==> src/rtl/mc_ctrl_pkg.sv <==
// Shared encodings for the multicycle RISC-V controller: FSM states, opcodes,
// datapath mux selects and the immediate-format decode helper.
package mc_ctrl_pkg;

  typedef enum logic [4:0] {
    S_IDLE, S_FETCH, S_DECODE, S_MEMADR, S_MEMREAD, S_MEMWB, S_MEMWRITE,
    S_EXECR, S_EXECI, S_ALUWB, S_BRANCH, S_JAL, S_JALR, S_JALR_PC,
    S_LUI, S_AUIPC, S_ERR
  } state_t;

  localparam logic [6:0] OP_LOAD   = 7'b0000011;
  localparam logic [6:0] OP_STORE  = 7'b0100011;
  localparam logic [6:0] OP_RTYPE  = 7'b0110011;
  localparam logic [6:0] OP_ITYPE  = 7'b0010011;
  localparam logic [6:0] OP_BRANCH = 7'b1100011;
  localparam logic [6:0] OP_JAL    = 7'b1101111;
  localparam logic [6:0] OP_JALR   = 7'b1100111;
  localparam logic [6:0] OP_LUI    = 7'b0110111;
  localparam logic [6:0] OP_AUIPC  = 7'b0010111;

  localparam logic [1:0] SRC_A_PC    = 2'b00;
  localparam logic [1:0] SRC_A_OLDPC = 2'b01;
  localparam logic [1:0] SRC_A_RS1   = 2'b10;

  localparam logic [1:0] SRC_B_RS2   = 2'b00;
  localparam logic [1:0] SRC_B_IMM   = 2'b01;
  localparam logic [1:0] SRC_B_FOUR  = 2'b10;

  localparam logic [1:0] ALU_ADD     = 2'b00;
  localparam logic [1:0] ALU_SUB     = 2'b01;
  localparam logic [1:0] ALU_FUNCT   = 2'b10;

  localparam logic [1:0] RES_ALUOUT  = 2'b00;
  localparam logic [1:0] RES_DATA    = 2'b01;
  localparam logic [1:0] RES_ALU     = 2'b10;
  localparam logic [1:0] RES_IMM     = 2'b11;

  localparam logic [2:0] IMM_I = 3'b000;
  localparam logic [2:0] IMM_S = 3'b001;
  localparam logic [2:0] IMM_B = 3'b010;
  localparam logic [2:0] IMM_J = 3'b011;
  localparam logic [2:0] IMM_U = 3'b100;

  localparam logic [2:0] F3_BEQ  = 3'b000;
  localparam logic [2:0] F3_BNE  = 3'b001;
  localparam logic [2:0] F3_BLT  = 3'b100;
  localparam logic [2:0] F3_BGE  = 3'b101;
  localparam logic [2:0] F3_BLTU = 3'b110;
  localparam logic [2:0] F3_BGEU = 3'b111;

  function automatic logic [2:0] imm_src_of(input logic [6:0] op);
    case (op)
      OP_STORE:         return IMM_S;
      OP_BRANCH:        return IMM_B;
      OP_JAL:           return IMM_J;
      OP_LUI, OP_AUIPC: return IMM_U;
      default:          return IMM_I;
    endcase
  endfunction

endpackage

==> src/rtl/multicycle_controller_branch_cond.sv <==
// Branch-taken decision from funct3 and the ALU compare flags.
module branch_cond
  import mc_ctrl_pkg::*;
(
  input  logic [2:0] funct3,
  input  logic       zero,
  input  logic       lt,
  output logic       taken
);

  always_comb begin
    taken = 1'b0;
    case (funct3)
      F3_BEQ:           taken = zero;
      F3_BNE:           taken = !zero;
      F3_BLT, F3_BLTU:  taken = lt;
      F3_BGE, F3_BGEU:  taken = !lt;
      default:          taken = 1'b0;
    endcase
  end

endmodule

==> src/rtl/multicycle_controller.sv <==
// Moore multicycle control FSM with memory ready/timeout handling and an
// instret counter. Define MC_ILLEGAL_TRAP_EN to trap unlisted opcodes into ERR.
module multicycle_controller
  import mc_ctrl_pkg::*;
#(
  parameter int MEM_TIMEOUT = 16,
  parameter int INSTRET_W   = 32
) (
  input  logic                 clk,
  input  logic                 rst_n,
  input  logic [6:0]           op,
  input  logic [2:0]           funct3,
  input  logic                 zero,
  input  logic                 lt,
  input  logic                 mem_ready,
  output logic                 mem_req,
  output logic                 mem_write,
  output logic                 adr_src,
  output logic                 ir_write,
  output logic                 pc_write,
  output logic                 reg_write,
  output logic [1:0]           alu_src_a,
  output logic [1:0]           alu_src_b,
  output logic [1:0]           alu_op,
  output logic [1:0]           result_src,
  output logic [2:0]           imm_src,
  output logic                 bus_err,
  output logic                 illegal_op,
  output logic [INSTRET_W-1:0] instret
);

  localparam int WAIT_W = (MEM_TIMEOUT > 1) ? $clog2(MEM_TIMEOUT + 1) : 1;
  localparam logic [WAIT_W-1:0] WAIT_LAST =
    (MEM_TIMEOUT > 0) ? WAIT_W'(MEM_TIMEOUT - 1) : '0;

  state_t                 state_q, state_d;
  logic [WAIT_W-1:0]      wait_q, wait_d;
  logic [INSTRET_W-1:0]   instret_q, instret_d;
  logic                   bus_err_q, bus_err_d;
  logic                   br_taken;
  logic                   timeout_hit;

  branch_cond u_branch_cond (
    .funct3 (funct3),
    .zero   (zero),
    .lt     (lt),
    .taken  (br_taken)
  );

  assign imm_src = imm_src_of(op);
  assign bus_err = bus_err_q;
  assign instret = instret_q;

  // Moore strobes; only the fetch enables and branch pc_write look at inputs.
  always_comb begin
    mem_req    = 1'b0;
    mem_write  = 1'b0;
    adr_src    = 1'b0;
    ir_write   = 1'b0;
    pc_write   = 1'b0;
    reg_write  = 1'b0;
    alu_src_a  = SRC_A_PC;
    alu_src_b  = SRC_B_RS2;
    alu_op     = ALU_ADD;
    result_src = RES_ALUOUT;
    case (state_q)
      S_FETCH: begin
        mem_req    = 1'b1;
        alu_src_b  = SRC_B_FOUR;
        result_src = RES_ALU;
        ir_write   = mem_ready;
        pc_write   = mem_ready;
      end
      S_DECODE: begin
        alu_src_a = SRC_A_OLDPC;
        alu_src_b = SRC_B_IMM;
      end
      S_MEMADR: begin
        alu_src_a = SRC_A_RS1;
        alu_src_b = SRC_B_IMM;
      end
      S_MEMREAD: begin
        mem_req = 1'b1;
        adr_src = 1'b1;
      end
      S_MEMWB: begin
        result_src = RES_DATA;
        reg_write  = 1'b1;
      end
      S_MEMWRITE: begin
        mem_req   = 1'b1;
        mem_write = 1'b1;
        adr_src   = 1'b1;
      end
      S_EXECR: begin
        alu_src_a = SRC_A_RS1;
        alu_op    = ALU_FUNCT;
      end
      S_EXECI: begin
        alu_src_a = SRC_A_RS1;
        alu_src_b = SRC_B_IMM;
        alu_op    = ALU_FUNCT;
      end
      S_ALUWB: reg_write = 1'b1;
      S_BRANCH: begin
        alu_src_a = SRC_A_RS1;
        alu_op    = ALU_SUB;
        pc_write  = br_taken;
      end
      S_JAL: begin
        alu_src_a = SRC_A_OLDPC;
        alu_src_b = SRC_B_FOUR;
        pc_write  = 1'b1;
      end
      S_JALR: begin
        alu_src_a = SRC_A_RS1;
        alu_src_b = SRC_B_IMM;
      end
      S_JALR_PC: begin
        alu_src_a = SRC_A_OLDPC;
        alu_src_b = SRC_B_FOUR;
        pc_write  = 1'b1;
      end
      S_LUI: begin
        result_src = RES_IMM;
        reg_write  = 1'b1;
      end
      S_AUIPC: begin
        alu_src_a = SRC_A_OLDPC;
        alu_src_b = SRC_B_IMM;
      end
      default: ;
    endcase
  end

  // Completion is checked before the timeout so a late ready still wins.
  assign timeout_hit = (MEM_TIMEOUT != 0) && mem_req && !mem_ready && (wait_q == WAIT_LAST);

`ifdef MC_ILLEGAL_TRAP_EN
  logic illegal_q, illegal_d;
`endif

  always_comb begin
    state_d   = state_q;
    bus_err_d = bus_err_q;
`ifdef MC_ILLEGAL_TRAP_EN
    illegal_d = illegal_q;
`endif
    case (state_q)
      S_IDLE:     state_d = S_FETCH;
      S_FETCH:    if (mem_ready) state_d = S_DECODE;
      S_DECODE: begin
        case (op)
          OP_LOAD, OP_STORE: state_d = S_MEMADR;
          OP_RTYPE:          state_d = S_EXECR;
          OP_ITYPE:          state_d = S_EXECI;
          OP_BRANCH:         state_d = S_BRANCH;
          OP_JAL:            state_d = S_JAL;
          OP_JALR:           state_d = S_JALR;
          OP_LUI:            state_d = S_LUI;
          OP_AUIPC:          state_d = S_AUIPC;
          default: begin
`ifdef MC_ILLEGAL_TRAP_EN
            state_d   = S_ERR;
            illegal_d = 1'b1;
`else
            state_d   = S_FETCH;
`endif
          end
        endcase
      end
      S_MEMADR:   state_d = (op == OP_STORE) ? S_MEMWRITE : S_MEMREAD;
      S_MEMREAD:  if (mem_ready) state_d = S_MEMWB;
      S_MEMWB:    state_d = S_FETCH;
      S_MEMWRITE: if (mem_ready) state_d = S_FETCH;
      S_EXECR, S_EXECI, S_JAL, S_JALR_PC, S_AUIPC: state_d = S_ALUWB;
      S_ALUWB, S_BRANCH, S_LUI: state_d = S_FETCH;
      S_JALR:     state_d = S_JALR_PC;
      default:    state_d = state_q;
    endcase
    if (timeout_hit) begin
      state_d   = S_ERR;
      bus_err_d = 1'b1;
    end
  end

  always_comb begin
    wait_d = wait_q;
    if (state_d != state_q)
      wait_d = '0;
    else if (mem_req && !mem_ready)
      wait_d = wait_q + WAIT_W'(1);
  end

  always_comb begin
    instret_d = instret_q;
    if (state_d == S_FETCH && state_q != S_FETCH && state_q != S_IDLE)
      instret_d = instret_q + INSTRET_W'(1);
  end

  always_ff @(posedge clk or negedge rst_n) begin
    if (!rst_n) begin
      state_q   <= S_IDLE;
      wait_q    <= '0;
      instret_q <= '0;
      bus_err_q <= 1'b0;
    end else begin
      state_q   <= state_d;
      wait_q    <= wait_d;
      instret_q <= instret_d;
      bus_err_q <= bus_err_d;
    end
  end

`ifdef MC_ILLEGAL_TRAP_EN
  always_ff @(posedge clk or negedge rst_n) begin
    if (!rst_n) illegal_q <= 1'b0;
    else        illegal_q <= illegal_d;
  end
  assign illegal_op = illegal_q;
`else
  assign illegal_op = 1'b0;
`endif

endmodule

==> config.mk <==
export PLATFORM = sky130hd
export DESIGN_NAME = multicycle_controller
export DESIGN_NICKNAME = d
export VERILOG_FILES = /design/src/rtl/mc_ctrl_pkg.sv /design/src/rtl/multicycle_controller_branch_cond.sv /design/src/rtl/multicycle_controller.sv
export SDC_FILE = /design/constraint.sdc
export NUM_CORES = 1
export LEC_CHECK = 0
export BUFFER_PORTS_ARGS = -buffer_cell sky130_fd_sc_hd__buf_2
export CAP_MARGIN = 30
export CORE_MARGIN = 5
export CORE_UTILIZATION = 45
export DETAILED_ROUTE_END_ITERATION = 8
export PLACE_DENSITY_LB_ADDON = 0.3
export REMOVE_ABC_BUFFERS = 1
export SETUP_SLACK_MARGIN = 0.5
export SYNTH_ARGS = -nofsm -noshare
export SYNTH_HDL_FRONTEND = slang
export SYNTH_SLANG_ARGS = --single-unit
==> constraint.sdc <==
create_clock -name clk -period 3.4 [get_ports clk]
set_clock_uncertainty 0.2 [all_clocks]
set_input_delay 0.68 -clock clk [delete_from_list [all_inputs] [get_ports clk]]
set_output_delay 0.68 -clock clk [all_outputs]
set_load 0.02 [all_outputs]
-- After elaboration in Yosys (flattened, before gate mapping)
Index checks and enable logic that the tools add are counted.
- register bits after elaboration: 43
- word-level logic and storage cells: 86
- bits of input ports: 15
- output and inout bits: 51
- multiplexer cells: 21
- equality and inequality tests: 33
- add/subtract/negate cells: 2
- reduce and logical (&&, ||, !) cells: 26
- operators with widths (operator ; count):
    equality test 5 x 4 -> 1 bit, second input constant ; 9
    case mux 5 bit (8 select lines) ; 1
    adder 32 x 1 -> 32 bit, second input constant ; 1
    case mux 4 bit (8 select lines) ; 1
    two-way mux 5 bit ; 6
    equality test 7 x 6 -> 1 bit, second input constant ; 3
    equality test 7 bit, second input constant ; 3
    equality test 5 x 3 -> 1 bit, second input constant ; 4
    OR reduction 5 bit ; 4
    equality test 7 x 5 -> 1 bit, second input constant ; 2
    OR reduction 2 bit ; 7
    equality test 3 bit, second input constant ; 4
    case mux 2 bit (2 select lines) ; 3
    case mux 3 bit (4 select lines) ; 1
    equality test 5 x 1 -> 1 bit, second input constant ; 2
    equality test 5 x 2 -> 1 bit, second input constant ; 2
    OR reduction 3 bit ; 3
    equality test 7 x 2 -> 1 bit, second input constant ; 1
    case mux 2 bit (3 select lines) ; 1
    adder 5 x 1 -> 5 bit, second input constant ; 1
    logical NOT 5 bit ; 1
    two-way mux 1 bit ; 5
    inequality test 5 x 1 -> 1 bit, second input constant ; 1
    inequality test 5 bit ; 1
    other kinds (10) ; 15

-- Longest topological paths before layout
Gate-level depths: netlist (run 1).
- depth in word-level cells: 9
- depth in mapped cells: 9
- mapped depth without buffers: 8

-- Cells and area by module
Synthesis (run 1) repeated with hierarchy kept, for this count alone.
- cell total of the unflattened synthesis: 339
- area total of the unflattened synthesis: 3236.9 sq um
- modules (own cells, without submodules) (module ; seq. area each (sq um) ; area each (sq um) ; times used ; cells each):
    multicycle_controller ; 1076.0 ; 3200.6 ; 1 ; 334
    branch_cond ; 0.0 ; 36.3 ; 1 ; 5

-- Worst setup path after synthesis (run 1)
OpenSTA, ideal clock, no wires.
- path kind: input to register
- start: in op[2]
- end: reg instret_q[1] (netlist: instret[1])
- stages: 8
- arrival time: 2.613 ns
- buffers on the path: 2
- setup slack: 0.462 ns
- required time: 3.075 ns
- library setup time: 0.125 ns
- path through: buf_2 > and4b_1 > nor4_4 > nor2_1 > or4_1 > buf_2 > nor3_1 > mux2_2
- longest elaborated chain between the ends: 8
- elaborated cells between the ends (all ways): 17
- classes of those cells: eq/ne (10); mux (4); reduce/logical (3)
- ends and longest elaborated chain (item ; line ; RTL):
    from (decl) ; multicycle_controller.sv:11 ; input logic [6:0] op,
    equality test 7 x 6 -> 1 bit / equality test 7 x 2 -> 1 bit (equally long branches) ; multicycle_controller.sv:153, multicycle_controller.sv:172 ;
    OR reduction 2 bit ; multicycle_controller.sv:153 ; case (op)
    case mux 4 bit (8 select lines) ; multicycle_controller.sv:153 ;
    case mux 5 bit (8 select lines) * ; multicycle_controller.sv:149 ; case (state_q)
    two-way mux 5 bit * ; multicycle_controller.sv:181 ; if (timeout_hit) begin
    equality test 5 x 1 -> 1 bit * ; multicycle_controller.sv:197 ; if (state_d == S_FETCH && state_q != S_FETCH && state_q != S_IDLE)
    logical AND 1 bit * (2 in series) ; multicycle_controller.sv:197 ;
    to (signal assigned) ; multicycle_controller.sv:210 ; instret_q <= instret_d;
    to (decl) ; multicycle_controller.sv:38 ; logic [INSTRET_W-1:0] instret_q, instret_d;
Mark *: on every way between the ends. The rest lies on a longest branch, timed or not.
A chain may end at the register's enable or synchronous reset.

-- Final worst setup path (run 1)
- start: reg state_q[3]
- end: out pc_write
- longest elaborated chain between the ends: 3
- elaborated cells between the ends (all ways): 6
- classes of those cells: eq/ne (4); mux (1); reduce/logical (1)
- ends and longest elaborated chain (item ; line ; RTL):
    from (decl) ; multicycle_controller.sv:36 ; state_t state_q, state_d;
    from (signal assigned) ; multicycle_controller.sv:208 ; state_q <= state_d;
    equality test 5 x 4 -> 1 bit ; multicycle_controller.sv:66 ; case (state_q)
    OR reduction 2 bit (no source line) ; - ;
    case mux 1 bit (3 select lines) * ; multicycle_controller.sv:66 ;
    to (decl) ; multicycle_controller.sv:20 ; output logic pc_write,
Marks and branches as above.

==> results of run 1 <==
[critical path, cell delays in order, from the launching register on]
cell     delay, ns
dfrtp_1       0.61
buf_4         0.25
nand2_1       0.09
nor4_1        0.27
a22o_1        0.20
buf_2         0.15
[through the flow]
stage	hold WS, ns	TNS, ns	area, sq um
after CTS	0.279	0	3660
after global placement	0.262	0	3540
final	0.00682	0	3730
after global routing	0.00421	0	3730
after detailed placement	0.252	0	3540
after floorplan	0.184	-67.08	2990
[layout make-up]
cell class	instances	area (sq um)	share of cell area, %
multi-input combinational	260	1940	52.1
sequential	43	1080	29.0
timing repair buffer	77	450	12.1
tap	96	120	3.22
clock buffer	8	100	2.68
inverter	9	33.8	0.906
[worst max path at each step]
stage | end | from | slack (ns)
floorplan | instret[1]$_DFFE_PN0P_ | state_q[1]$_DFF_PN0_ | -2.38
global placement | instret[20]$_DFFE_PN0P_ | op[4] | 0.27
detailed placement | instret[23]$_DFFE_PN0P_ | op[4] | 0.19
CTS | instret[23]$_DFFE_PN0P_ | wait_q[0]$_DFFE_PN0P_ | 0.52
global route | pc_write | state_q[3]$_DFF_PN0_ | 0.52
finish | pc_write | state_q[3]$_DFF_PN0_ | 0.65
[metal layers]
layer	global-route usage, %	wire (um)	part of all wire (%)	up-vias
li1	-	-	-	1358
met1	23.6	3540	46	1373
met2	28.4	3750	49	62
met3	2.90	301	3.9	9
met4	4.88	78	1.0	0
met5	0	0	0	-
[power breakdown]
group	leakage (nW)	internal, mW	switching [mW]
combinational	1.20	0.0189	0.0332
clock	0.0515	0.186	0.174
sequential	0.580	0.511	0.000989
[logic make-up after synthesis]
logic type	count (synthesis)	synth area share (%)
AND/OR/NAND/NOR	173	37.9
AO/OA/AOI/OAI	43	9.23
flip-flops	43	34.3
XOR/XNOR	36	10.1
buffers and inverters	36	5.75
multiplexers	4	1.36
adder cells (fa/ha/maj)	3	1.20
other	1	0.120
[state kept, by name (all words and copies together) (netlist names)]
| name | cells |
|---|---|
| state_q | 5 |
| instret | 32 |
| bus_err | 1 |
| wait_q | 5 |
[cells in the final DEF (no fill, tap or decap), types with 5 or more instances in the layout]
cell and n:
a21oi_1 11, and2_1 5, and3_1 11, buf_2 64
buf_4 10, clkbuf_8 7, dfrtp_1 40, inv_1 9
nand2_1 27, nand3_1 12, nand4_1 18, nor2_1 22
nor3_1 17, nor4_2 24, nor4_4 6, o21ai_0 8
xor2_1 34
[what timing repair did]
action	CTS	global route
gates resized for setup	4	9
setup buffers	0	1
endpoints found under the setup margin	29	35
pin swaps	0	1
==> run metrics, run 1 <==
Die Area=0.00873 sq mm; final setup vio count=0; Pre-Repair DR Iteration Count=4; IO Pins=66; crit start category=register; layout filler cell count=641; largest cells by area after synthesis=dfrtp_1, nor4_2, xor2_1; ANT cells=0; Fin. Hold Viols=0; share of layout cells above drive strength 1=32.0%; worst r2r dst=instret[23]$_DFFE_PN0P_; Initial Util=46.1%; commonest cells in the synthesized netlist=dfrtp_1, xor2_1, nand2_1; worst path required time=2.52 ns; Crit Path Category=reg -> out; Pins Over Slew Limit=0; Congestion Overflow GR=0; first-pass GRT wire length=12.6 mm; final worst setup slack=0.651 ns; Syn Inst Count=339; pwr/cell area=248 mW/mm^2; DP Cell Count=483; cell area after synthesis=0.00313 sq mm; Max-slew headroom=51.2%; antenna violations before repair=0; Post-Layout Cell Count=493; CTS Hold Bufs=0; HP Class=in -> async; register bit total from synthesis=43; Detailed Route WL=7.66 mm; Period minus WS final=2.75 ns; fin nets=414; largest net degree at the start of global routing=44; cell accounting for the most synthesized area=dfrtp_1; Placer Congestion=0.874; CTS tree=yes; final core occ=54.9%; Die Wd=93.4 um; R2R Path Start=state_q[3]$_DFF_PN0_; most common cell in the synthesized netlist=dfrtp_1; Max Cap Viol=0; Top FF cell, synth=dfrtp_1; PortBufs=64; clk sinks=43; pre-CTS WS=0.187 ns; Worst Path Max Fanout=13; GRT Total Usage=17.4%; DPL Wire Length=5.47 mm; ys async rst share=100%; Clock Latency Late Sink=0.29 ns; DR WL/cell=15.5 um; Max VDD drop=0.000139 V; Rows=30; H-tree depth=2; Max Fclk=364 MHz; Ys Warns=0; Worst setup EP type=output port; status=finished clean; Worst-Margin Slew=0.726 ns; sequential share of the synthesized area=34.3%; clock tree buffer depth=2; Synth top area share=34.3%; Area Overhead vs Synth=19.0%; depth of the most critical reg-to-reg path=7; chip height=93.4 um; Post-DRT Antenna Nets=0; 1st-iter DRT viols=205; Pwr Total=0.923 mW; vias in the first global route=2605; total CTS buffers=5; core area=0.00679 sq mm; Syn Area/Cell=9.24 sq um; LEAKAGE=1.83 nW; DRC Markers=0; via count=2802; Worst-path clk slew=0.08 ns; CP arrival=1.87 ns; unrepaired setup endpoints after global routing=false; Distinct cells, synth=57; CTS root buf=clkbuf_8; Vias per Instance=5.68; slack of the worst reg-to-reg path=0.67 ns; Post-synth EDFFs=0; Final Cycle Share=80.9%
No activity file was read; power rests on OpenSTA's default activity.
==> run 2: changes to the inputs <==
- clock period: 3.4 -> 2.3 ns (I/O delays scaled with it)
==> run 2 against run 1 <==
Effect of this change: the run now ends with negative setup slack left; sequential power is 48% higher; via count up 29%; sequential cell count unchanged; global-route usage grew 6.4 points; clock power is 28% higher; worst hold slack better by 0.0071 ns; critical path depth rose by 4; total power rose by 45%; sequential share of layout area is 7.7 points lower; final cell count up 18%; register-to-register slack worse by 1.0 ns; worst setup slack lost 1.0 ns.
==> run metrics, run 2 (synthesized netlist as in run 1, its figures left out) <==
Clock Latency Late Sink=0.30 ns (was 0.29 ns); worst-path cell chain=ha_2 -> and3_4 -> ha_4 -> o2111a_2 -> or4_4 -> buf_16 -> buf_4 -> nor4_4 -> xor2_1 (was buf_4 -> nand2_1 -> nor4_1 -> a22o_1 -> buf_2); PortBufs=64 (unchanged); Congestion Overflow GR=0 (unchanged); first-pass GRT wire length=16.6 mm (was 12.6 mm); Placer Congestion=0.856 (was 0.874); Worst-path clk slew=0.08 ns (about the same); clk sinks=43 (unchanged); worst path bufs/invs=2 (unchanged); LEAKAGE=2.73 nW (was 1.83 nW); Max Fclk=375 MHz; total CTS buffers=5 (unchanged); DP Area=0.00395 sq mm (was 0.00354 sq mm); unrepaired setup endpoints after global routing=true (was false); design area=0.00509 sq mm (was 0.00373 sq mm); Pins Over Slew Limit=0 (unchanged); Max-slew headroom=62.5% (was 51.2%); ANT cells=0 (unchanged); H-tree depth=2 (unchanged); Detailed Route WL=12.1 mm (was 7.66 mm); Initial Util=46.1% (unchanged); fin nets=504 (was 414); Final Cycle Share=116%; depth of the most critical reg-to-reg path=9 (was 7); Die Area=0.00873 sq mm (unchanged); CTS tree=yes (unchanged); worst r2r dst=instret[19]$_DFFE_PN0P_ (was instret[23]$_DFFE_PN0P_); core area=0.00679 sq mm (unchanged); Max VDD drop=0.000191 V (was 0.000139 V); pwr/cell area=262 mW/mm^2 (was 248 mW/mm^2); vias in the first global route=3346 (was 2605); crit start category=register (unchanged); final setup vio count=49 (was 0); share of layout cells above drive strength 1=53.2% (was 32.0%); chip height=93.4 um (unchanged); DP Cell Count=534 (was 483); CP top delay family=simple AND/OR/NAND/NOR gates (was flip-flops); TNS Setup=-10.72 ns (was 0 ns); failing checks=negative setup slack; GRT Total Usage=23.8% (was 17.4%); status=finished with violations (was finished clean); commonest non-fill, non-tap cell in the layout=buf_4 (was buf_2); slack of the worst reg-to-reg path=-0.37 ns (was 0.67 ns); most frequent cells in the layout=buf_4, buf_2, dfrtp_1 (was buf_2, dfrtp_1, xor2_1); DPL Wire Length=5.93 mm (was 5.47 mm); Die Wd=93.4 um (unchanged); met2 Use GR=39.9% (was 28.4%); IO Pins=66 (unchanged); Max Cap Viol=0 (unchanged); Area Overhead vs Synth=62.5% (was 19.0%); Post-Layout Cell Count=581 (was 493); R2R Path Start=wait_q[1]$_DFFE_PN0P_ (was state_q[3]$_DFF_PN0_); CP arrival=2.69 ns (was 1.87 ns); Worst setup EP type=register (was output port); Pre-Repair DR Iteration Count=5 (was 4); Rows=30 (unchanged); number of flip-flops in the largest register=32 (unchanged); HP Class=in -> async (unchanged); largest stage delay on the critical path=0.60 ns (was 0.61 ns); Worst-Margin Slew=0.558 ns (was 0.726 ns); via count=3604 (was 2802); 1st-iter DRT viols=361 (was 205); met3 usage=4.67% (was 2.90%); CTS root buf=clkbuf_8 (unchanged); slowest library cell on the worst path=or4_4 (was dfrtp_1); worst path required time=2.32 ns (was 2.52 ns); Crit Path Category=reg -> reg (was reg -> out); Period minus WS final=2.67 ns; Worst Path Max Fanout=7 (was 13); met1 Use GR=30.4% (was 23.6%); DRC Markers=0 (unchanged); global routing's busiest layer=met2 (unchanged); Post-DRT Antenna Nets=0 (unchanged); final worst setup slack=-0.366 ns (was 0.651 ns); Fin. Hold Viols=0 (unchanged); DR WL/cell=20.9 um (was 15.5 um); clock tree buffer depth=2 (unchanged); CTS Hold Bufs=0 (unchanged); antenna violations before repair=0 (unchanged); Vias per Instance=6.20 (was 5.68); largest net degree at the start of global routing=44 (unchanged)
==> run 2: report_power, final <==
group / internal (mW) / leakage (nW) / switching [mW]
clock: 0.203 / 0.0371 / 0.257
combinational: 0.0563 / 2.11 / 0.0627
sequential: 0.756 / 0.582 / 0.000994
total: 1.01 / 2.73 / 0.320
==> run 2: how the worst max path moves through the flow <==
stage                                      from                      end  depth (start not counted)
final                     wait_q[1]$_DFFE_PN0P_  instret[19]$_DFFE_PN0P_                          9
after global routing      wait_q[0]$_DFFE_PN0P_  instret[23]$_DFFE_PN0P_                          8
after CTS                 wait_q[1]$_DFFE_PN0P_   instret[7]$_DFFE_PN0P_                          8
after detailed placement                  op[4]  instret[29]$_DFFE_PN0P_                          8
after global placement                    op[4]   instret[5]$_DFFE_PN0P_                          8
after floorplan            state_q[1]$_DFF_PN0_   instret[1]$_DFFE_PN0P_                          6
==> run 2: layer usage <==
metal / part of all wire (%) / wire (um)
met1: 39 / 4720
met2: 48 / 5880
met5: 0 / 0
met4: 4.5 / 541
met3: 8.1 / 984
==> run 2: metrics by stage <==
| stage | setup WS [ns] | utilization (%) | power, mW | hold slack [ns] |
|---|---|---|---|---|
| final | -0.366 | 74.9 | 1.34 | 0.0139 |
| after global routing | -0.413 | 74.9 | 1.38 | 0.0635 |
| after CTS | -0.285 | 70.1 | 1.32 | 0.0555 |
| after detailed placement | -0.559 | 58.1 | 0.869 | 0.263 |
| after global placement | -0.458 | 58.1 | 0.866 | 0.257 |
| after floorplan | -3.48 | - | 0.800 | -0.0356 |
==> run 2: timing repair <==
item	CTS	global route
cloned	4	3
pin swaps	42	36
endpoints found under the setup margin	58	59
setup buffers	26	8
resized for setup	108	42
==> run 2: layout make-up <==
cell class              instances  area [sq um]
repair buffers                167          1410
inverters                       9          46.3
well taps                      96           120
clock buffers                   6          72.6
fillers                       397          1700
flip-flops and latches         43          1080
multi-input cells             260          2360
